[src/rtl/mc_ctrl_fsm.sv]
// rtl/mc_ctrl_fsm.sv - multi-cycle control sequencer for the single-port RV32I core
module mc_ctrl_fsm #(
  parameter int CNT_W   = 32,
  parameter int TIMEOUT = 16
) (
  input  logic             clk,
  input  logic             rst_n,
  input  logic [31:0]      instr,
  input  logic             mem_ready,
  input  logic             br_taken,
  output logic             ir_we,
  output logic             pc_we,
  output logic [1:0]       pc_sel,
  output logic [2:0]       imm_sel,
  output logic             alu_src_b,
  output logic [3:0]       alu_op,
  output logic             mem_req,
  output logic             mem_we,
  output logic             rf_we,
  output logic [1:0]       wb_sel,
  output logic             illegal,
  output logic             bus_err,
  output logic [2:0]       state_o,
  output logic [CNT_W-1:0] retired
);

  typedef enum logic [2:0] {
    S_FETCH = 3'd0, S_DECODE = 3'd1, S_EXEC = 3'd2,
    S_MEM   = 3'd3, S_WB     = 3'd4, S_TRAP = 3'd5
  } state_t;

  typedef enum logic [2:0] {
    C_R, C_I, C_LOAD, C_STORE, C_BRANCH, C_JAL, C_LUI, C_BAD
  } cls_t;

  localparam int WAIT_W = (TIMEOUT > 1) ? $clog2(TIMEOUT + 1) : 1;
  localparam logic [WAIT_W-1:0] WAIT_LAST = WAIT_W'((TIMEOUT > 0) ? TIMEOUT - 1 : 0);

  state_t             state_q;
  cls_t               cls_q;
  cls_t               cls_dec;
  logic [WAIT_W-1:0]  wait_q;
  logic [CNT_W-1:0]   retired_q;
  logic               illegal_q;
  logic               bus_err_q;
  logic               waiting;
  logic               timeout_hit;
  logic               retire_ev;
  logic [2:0]         funct3;
  logic               unused_instr;

  assign funct3       = instr[14:12];
  assign unused_instr = ^{instr[31], instr[29:15], instr[11:7]};

  // Classify the opcode held in the instruction register
  always_comb begin
    cls_dec = C_BAD;
    case (instr[6:0])
      7'b0110011: cls_dec = C_R;
      7'b0010011: cls_dec = C_I;
      7'b0000011: cls_dec = C_LOAD;
      7'b0100011: cls_dec = C_STORE;
      7'b1100011: cls_dec = C_BRANCH;
      7'b1101111: cls_dec = C_JAL;
      7'b0110111: cls_dec = C_LUI;
      default:    cls_dec = C_BAD;
    endcase
  end

  function automatic logic [2:0] imm_of(cls_t c);
    case (c)
      C_I, C_LOAD: return 3'd1;
      C_STORE:     return 3'd2;
      C_BRANCH:    return 3'd3;
      C_LUI:       return 3'd4;
      C_JAL:       return 3'd5;
      default:     return 3'd0;
    endcase
  endfunction

  // A memory wait that reaches the limit without a handshake becomes a bus error
  assign waiting     = ((state_q == S_FETCH) || (state_q == S_MEM)) && !mem_ready;
  assign timeout_hit = (TIMEOUT != 0) && waiting && (wait_q == WAIT_LAST);
  assign retire_ev   = ((state_q == S_EXEC) && (cls_q == C_BRANCH)) ||
                       ((state_q == S_MEM) && (cls_q == C_STORE) && mem_ready) ||
                       (state_q == S_WB);

  // State sequencing, class latch, wait counter, sticky flags and retire counter
  always_ff @(posedge clk) begin
    if (!rst_n) begin
      state_q   <= S_FETCH;
      cls_q     <= C_R;
      wait_q    <= '0;
      retired_q <= '0;
      illegal_q <= 1'b0;
      bus_err_q <= 1'b0;
    end else begin
      if (retire_ev) retired_q <= retired_q + 1'b1;
      if (waiting && !timeout_hit) wait_q <= wait_q + 1'b1;
      else                         wait_q <= '0;
      case (state_q)
        S_FETCH: begin
          if (timeout_hit) begin
            state_q   <= S_TRAP;
            bus_err_q <= 1'b1;
          end else if (mem_ready) begin
            state_q <= S_DECODE;
          end
        end
        S_DECODE: begin
          cls_q <= cls_dec;
          if (cls_dec == C_BAD) begin
            state_q   <= S_TRAP;
            illegal_q <= 1'b1;
          end else begin
            state_q <= S_EXEC;
          end
        end
        S_EXEC: begin
          case (cls_q)
            C_LOAD, C_STORE: state_q <= S_MEM;
            C_BRANCH:        state_q <= S_FETCH;
            default:         state_q <= S_WB;
          endcase
        end
        S_MEM: begin
          if (timeout_hit) begin
            state_q   <= S_TRAP;
            bus_err_q <= 1'b1;
          end else if (mem_ready) begin
            state_q <= (cls_q == C_STORE) ? S_FETCH : S_WB;
          end
        end
        S_WB:    state_q <= S_FETCH;
        S_TRAP:  state_q <= S_TRAP;
        default: state_q <= S_FETCH;
      endcase
    end
  end

  // Control outputs decoded from state and class; all held low during reset
  always_comb begin
    ir_we     = 1'b0;
    pc_we     = 1'b0;
    pc_sel    = 2'd0;
    imm_sel   = 3'd0;
    alu_src_b = 1'b0;
    alu_op    = 4'd0;
    mem_req   = 1'b0;
    mem_we    = 1'b0;
    rf_we     = 1'b0;
    wb_sel    = 2'd0;
    if (rst_n) begin
      case (state_q)
        S_FETCH: begin
          mem_req = 1'b1;
          ir_we   = mem_ready;
        end
        S_DECODE: imm_sel = imm_of(cls_dec);
        S_EXEC, S_WB: begin
          imm_sel = imm_of(cls_q);
          case (cls_q)
            C_R: alu_op = {instr[30], funct3};
            C_I: begin
              alu_src_b = 1'b1;
              alu_op    = {instr[30] & (funct3 == 3'b101), funct3};
            end
            C_LOAD, C_STORE: alu_src_b = 1'b1;
            C_BRANCH: begin
              alu_op = 4'b1000;
              pc_we  = 1'b1;
              pc_sel = br_taken ? 2'd1 : 2'd0;
            end
            default: ;
          endcase
          if (state_q == S_WB) begin
            rf_we = 1'b1;
            pc_we = 1'b1;
            case (cls_q)
              C_LOAD:  wb_sel = 2'd1;
              C_JAL: begin
                wb_sel = 2'd2;
                pc_sel = 2'd1;
              end
              C_LUI:   wb_sel = 2'd3;
              default: wb_sel = 2'd0;
            endcase
          end
        end
        S_MEM: begin
          imm_sel   = imm_of(cls_q);
          alu_src_b = 1'b1;
          mem_req   = 1'b1;
          mem_we    = (cls_q == C_STORE);
          if ((cls_q == C_STORE) && mem_ready) pc_we = 1'b1;
        end
        default: ;
      endcase
    end
  end

  assign state_o = state_q;
  assign retired = retired_q;
  assign illegal = illegal_q;
  assign bus_err = bus_err_q;

endmodule

[config.mk]
export PLATFORM = sky130hd
export DESIGN_NAME = mc_ctrl_fsm
export DESIGN_NICKNAME = d
export VERILOG_FILES = /design/src/rtl/mc_ctrl_fsm.sv
export SDC_FILE = /design/constraint.sdc
export NUM_CORES = 1
export LEC_CHECK = 0
export BUFFER_PORTS_ARGS = -buffer_cell sky130_fd_sc_hd__buf_2
export CORE_ASPECT_RATIO = 0.8
export CORE_MARGIN = 3
export CORE_UTILIZATION = 40
export DETAILED_ROUTE_END_ITERATION = 10
export PLACE_DENSITY = 0.67
export RECOVER_POWER = 50
export SYNTH_ARGS = -nofsm -noshare
export SYNTH_HDL_FRONTEND = slang
export SYNTH_SLANG_ARGS = --single-unit
export TNS_END_PERCENT = 10
[constraint.sdc]
create_clock -name clk -period 5.3 [get_ports clk]
set_input_delay 0 -clock clk [delete_from_list [all_inputs] [get_ports clk]]
set_output_delay 0 -clock clk [all_outputs]
set_load 0.005 [all_outputs]
; ---- Yosys cells after proc, flatten, opt, wreduce, memory -nomap -nowiden
; Cells that the tools add are included.
[totals]
reg_bits = 45
latchBits = 0
ram_bits = 0
mem_bits_ro = 0
output_inout_bits = 54
wordCells = 106
mem_count = 0
[classes]
add_sub_neg = 2
mul = 0
div = 0
order_cmp = 0
eq_ne = 29
n_shift = 0
mux = 43
n_bitwise = 1
n_reduce_logical = 25
[op_table]
columns = operator, n
row1 = one-hot mux 3 bit (5 select lines), 3
row2 = "adder 32 x 1 -> 32 bit, second input constant", 1
row3 = "equality test 3 bit, second input constant", 10
row4 = "equality test 7 x 6 -> 1 bit, second input constant", 3
row5 = two-way mux 3 bit, 7
row6 = one-hot mux 3 bit (7 select lines), 1
row7 = "equality test 3 x 2 -> 1 bit, second input constant", 6
row8 = two-way mux 1 bit, 17
row9 = "equality test 7 bit, second input constant", 2
row10 = two-way mux 2 bit, 7
row11 = one-hot mux 3 bit (2 select lines), 2
row12 = one-hot mux 4 bit (3 select lines), 1
row13 = OR reduction 2 bit, 5
row14 = "equality test 3 x 1 -> 1 bit, second input constant", 3
row15 = two-way mux 4 bit, 2
row16 = AND reduction 2 bit, 4
row17 = "equality test 7 x 2 -> 1 bit, second input constant", 1
row18 = "equality test 7 x 5 -> 1 bit, second input constant", 1
row19 = logical AND 1 bit, 7
row20 = zero test 3 bit, 2
row21 = "!= test 3 bit, second input constant", 2
row22 = one-hot mux 2 bit (3 select lines), 1
row23 = OR reduction 3 bit, 2
row24 = "adder 5 x 1 -> 5 bit, second input constant", 1
row25 = 5 further kinds, 9

; ---- Logic depth before layout (Yosys ltp)
[logic_depth]
word_depth = 7
ltp_mapped = 8
depth_no_buf = 8

; ---- Worst setup path after synthesis
; Ideal clock, no wire load.
[synth_timing]
path_type = reg-to-reg
startpoint = register cls_q[1]
endpoint = register retired_q[31] (netlist: retired[31])
setup_ns = 0.132
arrival_time_ns = 1.922
slack_ns = 3.246
path_stages_with_launch = 9
n_path_buf = 3
synth_period_minus_slack_ns = 2.054
cell_sequence = dfxtp_1 buf_6 or4b_4 o22ai_4 o21ai_2 buf_2 buf_2 o31ai_1 a21oi_1
[synth_via]
elab_chain_cells = 5
[synth_lines]
columns = element, line_no
row1 = start: declaration, 40  ; cls_t cls_q;
row2 = start signal: assignment, 111  ; cls_q <= cls_dec;
row3 = equality test 3 x 2 -> 1 bit, 85  ; ((state_q == S_MEM) && (cls_q == C_STORE) && mem_ready) ||
row4 = logical AND 1 bit (2 in a row), 85
row5 = logical OR 1 bit *, 84  ; assign retire_ev = ((state_q == S_EXEC) && (cls_q == C_BRANCH)) ||
row6 = logical OR 1 bit *, 85
row7 = end signal: assignment, 98  ; if (retire_ev) retired_q <= retired_q + 1'b1;
row8 = end: declaration, 43  ; logic [CNT_W-1:0] retired_q;
; Mark *: on every way between the ends. The rest lies on a longest branch, timed or not.
; A chain may end at the register's enable or synchronous reset.

; ---- Worst setup path in the final report
[layout_timing]
startpoint = register state_q[2] (netlist: state_o[2])
endpoint = register retired_q[21] (netlist: retired[21])
[layout_via]
elab_chain_cells = 5
[layout_lines]
columns = element, line_no
row1 = start: declaration, 39  ; state_t state_q;
row2 = start signal: assignment, 131  ; state_q <= (cls_q == C_STORE) ? S_FETCH : S_WB;
row3 = equality test 3 x 2 -> 1 bit, 85
row4 = logical AND 1 bit (2 in a row), 85
row5 = logical OR 1 bit, 84
row6 = logical OR 1 bit *, 85
; Marked as above.

==> metrics.csv <==
metric;value;unit
status;finished with violations;
violations;negative hold slack;
clockBufferDepth;2;
hp-class;in2reg;
p_seq_frac;0.522;
synth_top_family_by_area;simple AND/OR/NAND/NOR gates;
cts.sinks;45;
placedInstanceArea;2880;um^2
final_hold_viol_count;1;
synth_mux_area_frac;0.00793;
drtAntennaViolNets;0;
grt-ovfl-total;0;
track_usage;0.173;
io-pin-count;90;
yosys_warnings;0;
synthCells;321;
yosysTopAreaCell;dfxtp_1;
arrival;2.70;ns
firstDrtPassIters;4;
syn_area;2520;um^2
drt-total-wl;6.19;mm
grt_pass1_wl;10.5;mm
ys_ff_latch;45;
cts_resized;0;
area_growth;17.3;%
yosysSeqAreaShare;0.357;
ys_types;50;
h-tree-depth;2;
hold-worst-slack;-0.00155;ns
synth_nets;360;
synth_compound_area_frac;0.240;
nNetsFinal;416;
start_kind;flip-flop;
grt_antenna_before_repair;0;
fin_setup_tns;0;ns
synthAdderAreaFrac;0.0149;
fin_crit;2.48;ns
p_comb_frac;0.093;
setup_viol;0;
drtIter0Drc;116;
synthArstFlopShare;0;
slew_headroom;0.266;
postCtsSetupBuffers;0;
die_h;77.0;um
die_x;94.8;um
numPortBuffers;67;
wire_per_inst;13.5;um
ys.flop_type;dfxtp_1;
layout-drive-gt1-share;0.151;
clk_pin_slew;0.09;ns
power;0.686;mW
crit_required;5.51;ns
core-area;6010;um^2
internal_power;0.513;mW
synth_top_area_frac;0.357;
worstSetupPathType;reg2reg;
synth_edf_count;0;
postLayoutCellArea;2960;um^2
post_cts_hold_buffer_count;0;
synthTopCellsByArea;dfxtp_1, a21oi_1, nor2_1;
dp_hpwl;4.45;mm
detail_route.vias_per_cell;5.46;
design.die.area;7300;um^2
max_cap_viol_count;0;
worst_slew_pin_slew;1.10;ns
slew_violations;0;
place.gp.congestion;0.790;
yosys.area_share.simple;0.295;
initial_core_util;0.420;
fin_crit_sh;0.469;
leakage;1.05;nW
finClkSkew;0.00720;ns
drc;0;
antenna_cells;0;
cellPowerDensity;232;nW/um^2
num_vias;2508;
grt_max_degree;34;
synth_xor_area_frac;0.0312;
fillers;640;
crit_path_end_kind;flip-flop;
p_switching;0.173;mW
numCtsBuffers;5;
timing.fmax;403;MHz
clkLatencyLatePin;0.30;ns
num_rows;25;
path_max_fanout;27;
pwr-share-clk;0.385;
syn_area_per_cell;7.86;um^2
vdd_drop_max;144;uV
root_buffer;clkbuf_8;
grt_pass1_vias;2296;
swShare;0.252;
rsz0062_at_grt;false;
cts_tree;done;
-- cell usage after synthesis (3+ instances only) --
cell type	n
nor2_1	39
and3_1	4
buf_2	3
xnor2_1	4
nand3_1	13
or4_1	15
clkbuf_1	13
nor3_1	3
dfxtp_1	45
o31ai_1	16
ha_1	3
xor2_1	5
or3_1	11
and2_1	4
inv_1	13
o21a_1	7
a21oi_1	30
nand2_1	17
nand2b_1	7
nand4_1	7
o21ai_0	22
-- cell families (layout without fill, tap and decap cells) --
family | after synthesis | count (layout)
DFF | 45 | 45
AOI/OAI and AO/OA | 94 | 94
adders and majority gates | 3 | 3
other | 1 | 1
xor gates and xnor gates | 9 | 9
muxes | 2 | 2
and+or+nand+nor | 136 | 136
buffers and inverters | 31 | 88
-- flip-flops by register name (all words and copies together) (netlist names) --
register  flops
cls_q         3
state_o       3
bus_err       1
wait_q        5
illegal       1
retired      32
-- per-stage QoR --
step | std cells | worst slack, ns | util
2_1_floorplan | 321 | 3.25 | -
3_3_place_gp | 451 | 2.87 | 0.479
3_5_place_dp | 451 | 2.85 | 0.479
4_1_cts | 459 | 2.81 | 0.498
5_1_grt | 459 | 2.61 | 0.493
6_report | 459 | 2.82 | 0.493
-- worst paths after layout --
| path | start | to | slack [ns] | cells after the start |
|---|---|---|---|---|
| hold reg to reg | wait_q[0] | wait_q[0] | 0.45 | 1 |
| hold / removal | instr[3] | cls_q[0] | -0.002 | 3 |
| setup reg to reg | state_o[2] | retired[21] | 2.82 | 5 |
| setup / recovery | state_o[2] | retired[21] | 2.82 | 5 |
-- worst max-delay path, cell delays in order (launching register included) --
cell      delay [ns]
dfxtp_1         0.54
nand2b_1        0.15
nor2_1          0.51
o21ai_2         0.42
or4_1           0.61
a21oi_1         0.15
-- cell type report --
cell class / instances / area, um^2 / share of cell area
sequential: 45 / 901 / 0.304
clock buffer: 6 / 72.6 / 0.0245
clock inverter: 2 / 38.8 / 0.0131
tap: 81 / 101 / 0.0342
timing repair buffer: 67 / 307 / 0.104
multi-input combinational: 245 / 1490 / 0.504
inverter: 13 / 48.8 / 0.0165
-- layout by cell type, fill, tap and decap left out, types with 11 or more instances in the layout --
master / instances
nand3_1: 13
nor2_1: 39
or3_1: 11
nand2_1: 17
dfxtp_1: 45
or4_1: 15
buf_2: 43
o31ai_1: 16
o21ai_0: 22
a21oi_1: 30
clkbuf_1: 24
inv_1: 13
-- power by group through the flow --
stage	Clock (mW)	Sequential, mW	Combinational (mW)
after floorplan	0	0.356	0.0540
after global placement	0	0.365	0.0637
after detailed placement	0	0.365	0.0647
after CTS	0.269	0.357	0.0651
after global routing	0.284	0.359	0.0734
final	0.264	0.358	0.0641
-- metal layers --
layer  track usage  up-vias  part of all wire
met2         0.271       72              0.44
met4        0.0303        0            0.0029
met5             0        -                 0
met3        0.0461        3             0.065
li1              -     1291                 -
met1         0.242     1142              0.50
Power figures use the tool's default switching activity.
